**src/rtl/sr_pkg.sv**
```systemverilog
// Shared definitions for the status-register stack: image bit positions,
// the per-level {ie,mode} record and the per-level update selector.
package sr_pkg;

    localparam int SR_W        = 32;
    localparam int SR_OVF_BIT  = 31;
    localparam int SR_UNF_BIT  = 30;
    localparam int SR_NEST_LSB = 20;
    localparam int SR_NEST_W   = 3;

    // ie sits above mode so a packed level drops straight into bits [2L+1:2L].
    typedef struct packed {
        logic ie;
        logic mode;
    } sr_level_t;

    typedef enum logic [1:0] {
        LVL_HOLD  = 2'd0,
        LVL_PUSH  = 2'd1,
        LVL_POP   = 2'd2,
        LVL_WRITE = 2'd3
    } level_op_e;

endpackage

```
**src/rtl/sr_stack_if.sv**
```systemverilog
// Request/response bundle between the status-register stack and its user
// (exception/RFE strobes, mtc0/mfc0 image path and decoded level-0 outputs).
interface sr_stack_if;
    import sr_pkg::*;

    logic                 exception;
    logic                 rfe;
    logic                 sr_we;
    logic [SR_W-1:0]      sr_wdata;
    logic [SR_W-1:0]      sr_rdata;
    logic                 IE_c;
    logic                 s_u_c;
    logic [SR_NEST_W-1:0] nest_cnt;
    logic                 ovf;
    logic                 unf;

    modport master (
        output exception, rfe, sr_we, sr_wdata,
        input  sr_rdata, IE_c, s_u_c, nest_cnt, ovf, unf
    );

    modport slave (
        input  exception, rfe, sr_we, sr_wdata,
        output sr_rdata, IE_c, s_u_c, nest_cnt, ovf, unf
    );

endinterface

```
**src/rtl/sr_stack_level.sv**
```systemverilog
// One {ie,mode} stack level: selects between hold, value from the level
// above (push), value from the level below (pop) or a software write.
module sr_stack_level
    import sr_pkg::*;
#(
    parameter sr_level_t RST_VAL = 2'b11
) (
    input  logic      clk,
    input  logic      rst,
    input  level_op_e op_i,
    input  sr_level_t push_val_i,
    input  sr_level_t pop_val_i,
    input  sr_level_t wr_val_i,
    output sr_level_t lvl_o
);

    sr_level_t lvl_q;
    sr_level_t lvl_d;

    // Next-value mux driven by the top-level priority decode.
    always_comb begin
        lvl_d = lvl_q;
        case (op_i)
            LVL_PUSH:  lvl_d = push_val_i;
            LVL_POP:   lvl_d = pop_val_i;
            LVL_WRITE: lvl_d = wr_val_i;
            default:   lvl_d = lvl_q;
        endcase
    end

    // Level register with synchronous active-low reset.
    always_ff @(posedge clk) begin
        if (!rst) lvl_q <= RST_VAL;
        else      lvl_q <= lvl_d;
    end

    assign lvl_o = lvl_q;

endmodule

```
**src/rtl/sr_stack.sv**
```systemverilog
// Status register holding DEPTH+1 {IE,mode} levels. Level 0 drives the live
// interrupt-enable and supervisor outputs; exceptions push, RFE pops and
// software reads/writes a packed 32-bit image. Also tracks nesting depth
// and sticky overflow/underflow flags (write-0-to-clear).
module sr_stack
    import sr_pkg::*;
#(
    parameter int   DEPTH    = 2,
    parameter logic RST_IE   = 1'b1,
    parameter logic RST_MODE = 1'b1,
    parameter logic EXC_IE   = 1'b0,
    parameter logic EXC_MODE = 1'b0
) (
    input logic       clk,
    input logic       rst,
    sr_stack_if.slave bus
);

    localparam sr_level_t                RST_LVL = '{ie: RST_IE, mode: RST_MODE};
    localparam sr_level_t                EXC_LVL = '{ie: EXC_IE, mode: EXC_MODE};
    localparam logic [SR_NEST_W-1:0]     DEPTH_C = SR_NEST_W'(DEPTH);

    level_op_e            op;
    sr_level_t            lvl [DEPTH+1];
    logic [SR_NEST_W-1:0] nest_q, nest_d;
    logic                 ovf_q, ovf_d;
    logic                 unf_q, unf_d;
    logic [SR_NEST_W-1:0] wr_nest;
    logic                 unused_wdata;

    // Request priority: exception beats rfe beats software write.
    always_comb begin
        op = LVL_HOLD;
        if (bus.exception)  op = LVL_PUSH;
        else if (bus.rfe)   op = LVL_POP;
        else if (bus.sr_we) op = LVL_WRITE;
    end

    for (genvar i = 0; i <= DEPTH; i++) begin : g_lvl
        sr_level_t push_val;
        sr_level_t pop_val;

        if (i == 0) begin : g_top
            assign push_val = EXC_LVL;
        end else begin : g_mid
            assign push_val = lvl[i-1];
        end

        if (i == DEPTH) begin : g_bot
            assign pop_val = RST_LVL;
        end else begin : g_abv
            assign pop_val = lvl[i+1];
        end

        sr_stack_level #(
            .RST_VAL (RST_LVL)
        ) u_level (
            .clk        (clk),
            .rst        (rst),
            .op_i       (op),
            .push_val_i (push_val),
            .pop_val_i  (pop_val),
            .wr_val_i   (sr_level_t'(bus.sr_wdata[2*i +: 2])),
            .lvl_o      (lvl[i])
        );
    end

    // Software-written depth saturates at the number of saved levels.
    assign wr_nest = (bus.sr_wdata[SR_NEST_LSB +: SR_NEST_W] > DEPTH_C)
                   ? DEPTH_C : bus.sr_wdata[SR_NEST_LSB +: SR_NEST_W];

    // Nesting counter and sticky flags next-state.
    always_comb begin
        nest_d = nest_q;
        ovf_d  = ovf_q;
        unf_d  = unf_q;
        case (op)
            LVL_PUSH: begin
                if (nest_q == DEPTH_C) ovf_d  = 1'b1;
                else                   nest_d = nest_q + 1'b1;
            end
            LVL_POP: begin
                if (nest_q == '0) unf_d  = 1'b1;
                else              nest_d = nest_q - 1'b1;
            end
            LVL_WRITE: begin
                nest_d = wr_nest;
                ovf_d  = ovf_q & bus.sr_wdata[SR_OVF_BIT];
                unf_d  = unf_q & bus.sr_wdata[SR_UNF_BIT];
            end
            default: ;
        endcase
    end

    // Counter and flag registers.
    always_ff @(posedge clk) begin
        if (!rst) begin
            nest_q <= '0;
            ovf_q  <= 1'b0;
            unf_q  <= 1'b0;
        end else begin
            nest_q <= nest_d;
            ovf_q  <= ovf_d;
            unf_q  <= unf_d;
        end
    end

    // Packed read image; unimplemented bits read as zero.
    always_comb begin
        bus.sr_rdata = '0;
        for (int l = 0; l <= DEPTH; l++) bus.sr_rdata[2*l +: 2] = lvl[l];
        bus.sr_rdata[SR_NEST_LSB +: SR_NEST_W] = nest_q;
        bus.sr_rdata[SR_UNF_BIT]               = unf_q;
        bus.sr_rdata[SR_OVF_BIT]               = ovf_q;
    end

    assign bus.IE_c     = lvl[0].ie;
    assign bus.s_u_c    = lvl[0].mode;
    assign bus.nest_cnt = nest_q;
    assign bus.ovf      = ovf_q;
    assign bus.unf      = unf_q;

    // Image bits with no backing register are deliberately ignored on write.
    assign unused_wdata = ^bus.sr_wdata;

endmodule

```
**src/flat_wrapper.sv**
```systemverilog
// flat-port wrapper written by rule: the top's interface ports become plain ports
module sr_stack_flat import sr_pkg::*;
#(
    parameter int   DEPTH    = 2,
    parameter logic RST_IE   = 1'b1,
    parameter logic RST_MODE = 1'b1,
    parameter logic EXC_IE   = 1'b0,
    parameter logic EXC_MODE = 1'b0
)
  (clk, rst, bus_exception, bus_rfe, bus_sr_we, bus_sr_wdata, bus_sr_rdata, bus_IE_c, bus_s_u_c, bus_nest_cnt, bus_ovf, bus_unf);
  sr_stack_if bus_i ();
  input logic clk;
  input logic rst;
  input wire logic [$bits(bus_i.exception)-1:0] bus_exception;
  input wire logic [$bits(bus_i.rfe)-1:0] bus_rfe;
  input wire logic [$bits(bus_i.sr_we)-1:0] bus_sr_we;
  input wire logic [$bits(bus_i.sr_wdata)-1:0] bus_sr_wdata;
  output wire logic [$bits(bus_i.sr_rdata)-1:0] bus_sr_rdata;
  output wire logic [$bits(bus_i.IE_c)-1:0] bus_IE_c;
  output wire logic [$bits(bus_i.s_u_c)-1:0] bus_s_u_c;
  output wire logic [$bits(bus_i.nest_cnt)-1:0] bus_nest_cnt;
  output wire logic [$bits(bus_i.ovf)-1:0] bus_ovf;
  output wire logic [$bits(bus_i.unf)-1:0] bus_unf;
  assign bus_i.exception = bus_exception;
  assign bus_i.rfe = bus_rfe;
  assign bus_i.sr_we = bus_sr_we;
  assign bus_i.sr_wdata = bus_sr_wdata;
  assign bus_sr_rdata = bus_i.sr_rdata;
  assign bus_IE_c = bus_i.IE_c;
  assign bus_s_u_c = bus_i.s_u_c;
  assign bus_nest_cnt = bus_i.nest_cnt;
  assign bus_ovf = bus_i.ovf;
  assign bus_unf = bus_i.unf;
  sr_stack #(.DEPTH(DEPTH), .RST_IE(RST_IE), .RST_MODE(RST_MODE), .EXC_IE(EXC_IE), .EXC_MODE(EXC_MODE)) u_core (.clk(clk), .rst(rst), .bus(bus_i));
endmodule
```
**config.mk**
```make
export PLATFORM = sky130hd
export DESIGN_NAME = sr_stack_flat
export DESIGN_NICKNAME = d
export VERILOG_FILES = /design/src/rtl/sr_pkg.sv /design/src/rtl/sr_stack_if.sv /design/src/rtl/sr_stack_level.sv /design/src/rtl/sr_stack.sv /design/src/flat_wrapper.sv
export SDC_FILE = /design/constraint.sdc
export NUM_CORES = 1
export LEC_CHECK = 0
export ABC_CLOCK_PERIOD_IN_PS = 4150
export CAP_MARGIN = 20
export CORE_MARGIN = 2
export CORE_UTILIZATION = 34
export DETAILED_ROUTE_END_ITERATION = 6
export PLACE_DENSITY = 0.86
export SLEW_MARGIN = 5
export SYNTH_ARGS = -nofsm -noshare
export SYNTH_HDL_FRONTEND = slang
export SYNTH_SLANG_ARGS = --single-unit
```
**constraint.sdc**
```tcl
create_clock -name clk -period 4.15 [get_ports clk]
set_input_delay 0.415 -clock clk [delete_from_list [all_inputs] [get_ports clk]]
set_output_delay 0.415 -clock clk [all_outputs]
set_load 0.03 [all_outputs]
```
==> flow_summary.yaml, run 1 <==
global_routing:
  grt_start_max_net_pins: 26
  grt_pass1_vias: 638
  grt-ovfl-total: 0
  track_usage_pct: 12.7
  grt_pass1_wl_um: 2710
  grt_antenna_before_repair: 0
worst_setup_path:
  path_class: "input pin to flop"
  r2r_start: "u_core.bus.nest_cnt[1]"
  endpoint_kind: "flop"
  startpoint_type: "input pin"
  worstPathMaxFanout: 25
  startpoint: "bus_exception"
  cp.arrival_ps: 2760
  cp_data_required_time_ps: 4380
timing:
  fin_setup_tns_ps: 0
  max_freq_mhz: 395
  layout_worst_path_cycle_share_pct: 61.1
  worstMarginPinSlew_ps: 769
  hold_violations: 0
  relSlewSlack_pct: 48.6
  finalMaxSlewViolations: 0
  fin_worst_skew_ps: 7.52
  setup_violations: 0
  period_minus_slack_ps: 2530
  rsz0062_at_grt: "false"
  setup_ws_ps: 1620
detailed_routing:
  drtPass1Iterations: 4
  post_drt_via_cell_ratio: 4.89
  ant_nets: 0
  drc: 0
  drt-total-wl_um: 1840
  via_count: 788
  drtIter0Drc: 18
  avgRoutedWirePerCell_um: 11.4
layout:
  final_net_count: 170
  nFillCells: 262
  area_delta_synth_final_pct: 27.4
  antenna_cells: 0
  drive_gt1_share_pct: 6.87
clocking:
  clk_latency_ps: 280
  hold_buffers: 0
  root_buffer: "clkbuf_4"
  post_cts_buffers: 0
  clockBufferDepth: 2
  cts_made_buffers: 3
  post_cts_resized: 0
  cts_tree: "done"
  h-tree-depth: 1
  cts_num_sinks: 11
  path_clk_slew_ps: 80
power_and_ir_drop:
  p_seq_share_pct: 35.3
  p_sw_share_pct: 40.6
  ir_worst_vdd_uv: 177
  p_sw_w: 0.000149
  p_comb_share_pct: 44.1
  p_leak_nw: 0.451
  intPower_w: 0.000217
  powerDensity_nw_per_um2: 331
  p_clk_share_pct: 20.6
synth:
  syn_inst: 108
  async_flop_share_pct: 0
  synth.area.top_cells: "dfxtp_1, buf_4, o21ai_0, nor2b_1, nand2_1"
  yosysWarnings: 0
  yosysTopAreaCell: "dfxtp_1"
  synth_top_area_share_pct: 25.4
  avgSynthCellArea_um2: 8.04
  synth_ff_type: "dfxtp_1"
  synth_area_um2: 868
  ys_seq_elements: 11
  synth_edf_count: 0
  synth_cell_types: 36
  yosysSeqAreaShare_pct: 25.4
floorplanning:
  initial_core_util_pct: 35.4
  dieWidth_um: 54.5
  placementRows: 18
  dieArea_um2: 2970
  fp.dieH_um: 54.5
  coreArea_um2: 2450
  io_pins: 76
min_path:
  min_path_type: "flop to flop"
  min_from: "u_core.bus.unf"
placed_design:
  pre_cts_ws_ps: 1350
  gp_congestion: 0.710
  dp_hpwl_um: 1390
  port_buffers: 33
flow_run:
  drv_cap: 0
status:
  outcome: "finished, final reports clean"
-- worst paths after layout --
| path | cells past startpoint | slack, ps | to |
|---|---|---|---|
| worst max-delay path | 7 | 1620 | u_core.bus.nest_cnt[2] |
| worst min-delay path | 2 | 500 | u_core.bus.unf |
| worst max register to register | 6 | 2280 | u_core.bus.nest_cnt[2] |
| worst min register to register | 2 | 500 | u_core.bus.unf |
-- placed cells by master, fill, tap and decap left out, types with 2 or more instances in the layout --
cell             instances
a211oi_1                 2
a21oi_1                  3
clkbuf_4                 3
clkdlybuf4s50_1         33
conb_1                  21
dfxtp_1                 11
inv_1                    3
mux2_2                   2
mux2i_1                  2
nand2_1                  7
nand2b_1                 2
nor2_1                   2
nor2b_1                  5
nor3b_1                  3
nor4_1                   3
o211ai_1                 2
o21ai_0                  7
o31a_1                   2
-- cells in the mapped netlist (2+ instances only) --
master / number
nand2_1: 7
buf_4: 28
nor3b_1: 3
o31a_1: 2
nand2b_1: 2
clkbuf_1: 4
nor2_1: 2
o21ai_0: 7
nor4_1: 3
a21oi_1: 3
mux2i_1: 2
mux2_2: 2
inv_1: 3
nor2b_1: 5
buf_1: 2
o211ai_1: 2
a211oi_1: 2
dfxtp_1: 11
-- cells by family after synthesis --
kind of cell | after synthesis | synth area share [%]
muxes | 4 | 4.90
xor gates and xnor gates | 1 | 1.01
other | 1 | 0.432
adders and majority gates | 1 | 1.44
buffers and inverters | 37 | 28.1
and+or+nand+nor | 29 | 19.6
AOI/OAI and AO/OA | 24 | 19.2
DFF | 11 | 25.4
-- registers in the layout, summed over array words and instances, names as in the netlist --
| name | cells |
|---|---|
| u_core.bus.unf | 1 |
| u_core.bus.nest_cnt | 3 |
| u_core.bus.ovf | 1 |
| u_core.g_lvl.u_level.lvl_o | 6 |
-- metal layers --
layer	wire, um	track usage (%)
met1	703	13.3
met2	929	22.3
met3	181	3.83
met4	27	7.08
met5	0	0
-- layout make-up --
type / instances / area [um^2] / share of cell area [%]
inverter: 3 / 11.3 / 1.02
clock buffer: 3 / 22.5 / 2.04
multi-input combinational: 80 / 479 / 43.3
sequential: 11 / 220 / 19.9
timing repair buffer: 33 / 330 / 29.9
tap: 30 / 37.5 / 3.39
clock inverter: 1 / 5.00 / 0.452
-- stage by stage --
step           hold WS [ps]  total power [W]  area [um^2]  cells  utilization (%)
3_5_place_dp            489         0.000293         1080    157             43.9
5_1_grt                 527         0.000386         1110    161             45.1
6_report                497         0.000366         1110    161             45.1
3_3_place_gp            484         0.000288         1080    157             43.9
2_1_floorplan           602         0.000260          943    128                -
4_1_cts                 499         0.000368         1110    161             45.1
-- critical path, cell delays in order --
cell and delay, ps:
clkdlybuf4s50_1 800, or3b_2 670, nand2_1 90, ha_1 200, nor3b_1 70, o311ai_0 300, o311a_1 210
-- power groups by stage --
stage | logic (W) | registers [W] | clock network [W]
3_5_place_dp | 0.000161 | 0.000132 | 0
5_1_grt | 0.000173 | 0.000131 | 0.0000810
3_3_place_gp | 0.000158 | 0.000131 | 0
2_1_floorplan | 0.000112 | 0.000147 | 0
6_report | 0.000162 | 0.000129 | 0.0000753
4_1_cts | 0.000162 | 0.000129 | 0.0000767
Power figures use the tool's default switching activity.
==> inputs of run 2 (changes only) <==
- ABC_CLOCK_PERIOD_IN_PS: 4150 -> 2300
- CORE_UTILIZATION: 34 -> 28
- PLACE_DENSITY: 0.86 -> 0.76
- clock period: 4.15 -> 2.3 ns (I/O delays scaled with it)
==> run 2 against run 1 <==
- core utilization fell by 7.1 points
- clock power up 77%
- critical endpoint unchanged
- setup slack got worse by 1200 ps
- non-clock buffer count rose by 4
- power up 82%
- clock skew hardly changed
- first-iteration DRC count down 44%
- via count down 0.25%
- largest power group unchanged
==> flow_summary.yaml, run 2 (synthesis results as in run 1) <==
layout:
  final_common_cell: "clkdlybuf4s50_1"
  final_cell_mix: "clkdlybuf4s50_1, conb_1, dfxtp_1"
  post-route-util_pct: 37.9
  final_cell_area_um2: 1140
  drive_gt1_share_pct: 8.89
  area_delta_synth_final_pct: 31.1
  final_net_count: 174
  largest_reg_flops: 6
  fin_cells: 168
  antenna_cells: 0
worst_setup_path:
  r2r-end: "u_core.bus.nest_cnt[2]"
  worstPathMaxFanout: 10
  path_class: "flop to flop"
  critPathMaxStageDelay_ps: 550
  r2r_start: "u_core.bus.nest_cnt[1]"
  r2r_slack_ps: 400
  worstPathCellList: "or3b_2, nand2_1, ha_1, nor3b_1, o311ai_0, o311a_1"
  startpoint_type: "flop"
  startpoint: "u_core.bus.nest_cnt[1]"
  cp_data_required_time_ps: 2520
  path_delay_family: "simple AND/OR/NAND/NOR gates"
  crit_slowest_cell: "or3b_2"
  endpoint_kind: "flop"
  path_buf_inv: 0
  worst_r2r_path_depth: 6
  cp.arrival_ps: 2120
global_routing:
  track_usage_pct: 11.9
  busiest_layer: "met2"
  grt_start_max_net_pins: 16
  met2_usage_pct: 20.2
  grt_antenna_before_repair: 0
  grt_pass1_wl_um: 3190
  grtUsageMet1_pct: 14.3
  use_met3_pct: 2.16
  grt-ovfl-total: 0
  grt_pass1_vias: 720
clocking:
  cts_num_sinks: 11
  post_cts_buffers: 0
  h-tree-depth: 1
  cts_tree: "done"
  post_cts_resized: 0
  root_buffer: "clkbuf_4"
  clockBufferDepth: 2
  cts_made_buffers: 3
  clk_latency_ps: 270
  hold_buffers: 0
  path_clk_slew_ps: 80
min_path:
  hold_path_end: "u_core.bus.unf"
  min_from: "u_core.bus.unf"
  min_path_cells: 2
  min_path_type: "flop to flop"
timing:
  finalMaxSlewViolations: 0
  hold_violations: 0
  fin_setup_tns_ps: 0
  fin_worst_skew_ps: 7.28
  setup_violations: 0
  max_freq_mhz: 527
  layout_worst_path_cycle_share_pct: 82.5
  hold_ws_ps: 496
  rsz0062_at_grt: "false"
  period_minus_slack_ps: 1900
power_and_ir_drop:
  p_sw_share_pct: 40.1
  p_leak_nw: 0.467
  ir_worst_vdd_uv: 148
  intPower_w: 0.000399
  powerDensity_nw_per_um2: 584
  p_comb_share_pct: 44.8
  p_sw_w: 0.000267
  p_seq_share_pct: 35.2
  p_clk_share_pct: 20.0
floorplanning:
  dieWidth_um: 59.7
  placementRows: 20
  coreArea_um2: 3000
  dieArea_um2: 3560
  io_pins: 76
  fp.dieH_um: 59.7
  initial_core_util_pct: 28.9
detailed_routing:
  drtPass1Iterations: 4
  drt-total-wl_um: 1990
  post_drt_via_cell_ratio: 4.68
  via_count: 786
  drc: 0
  ant_nets: 0
  avgRoutedWirePerCell_um: 11.8
  drtIter0Drc: 10
placed_design:
  dp_hpwl_um: 1560
  port_buffers: 33
  dpl_cell_area_um2: 1110
  place_inst: 164
  gp_congestion: 0.723
status:
  outcome: "finished, final reports clean"
flow_run:
  drv_cap: 0
## run 2: changes by cell type in the layout (fill, tap and decap cells not counted), sizes merged
cell and delta:
clkbuf +1, clkinv -1, buf +4
## run 2: worst max path at each step
stage                                   to  slack, ps  depth (start not counted)
finish              u_core.bus.nest_cnt[2]        400                          6
global route        u_core.bus.nest_cnt[2]        250                          6
CTS                 u_core.bus.nest_cnt[2]        400                          6
detailed placement  u_core.bus.nest_cnt[2]        130                          7
global placement    u_core.bus.nest_cnt[2]        230                          7
floorplan           u_core.bus.nest_cnt[2]        370                          7
## run 2: layout make-up
type	count	area [um^2]
tap	33	41.3
timing repair buffer	37	360
inverter	3	11.3
multi-input combinational	80	479
sequential	11	220
fill	335	1860
clock buffer	4	26.3
## run 2: power groups by stage
stage                     Combinational, W  Sequential (W)  Clock, W
after CTS                         0.000299        0.000234  0.000138
after detailed placement          0.000298        0.000238         0
after global routing              0.000318        0.000237  0.000144
after global placement            0.000291        0.000236         0
final                             0.000298        0.000234  0.000133
after floorplan                   0.000203        0.000266         0
## run 2: tightest hold or removal path, stage by stage, from the launching register on
cell and delay, ps:
dfxtp_1 320, o21ai_0 70, a21oi_1 60
## run 2: metrics by stage
step | worst slack, ps | power (W)
after floorplan | 369 | 0.000469
after global placement | 229 | 0.000527
after detailed placement | 131 | 0.000537
after CTS | 400 | 0.000671
after global routing | 253 | 0.000700
final | 402 | 0.000665
## run 2: layer usage
layer | vias up | share of wire (%)
li1 | 382 | -
met1 | 375 | 43
met2 | 27 | 50
met3 | 2 | 6.6
met4 | 0 | 0.85
met5 | - | 0
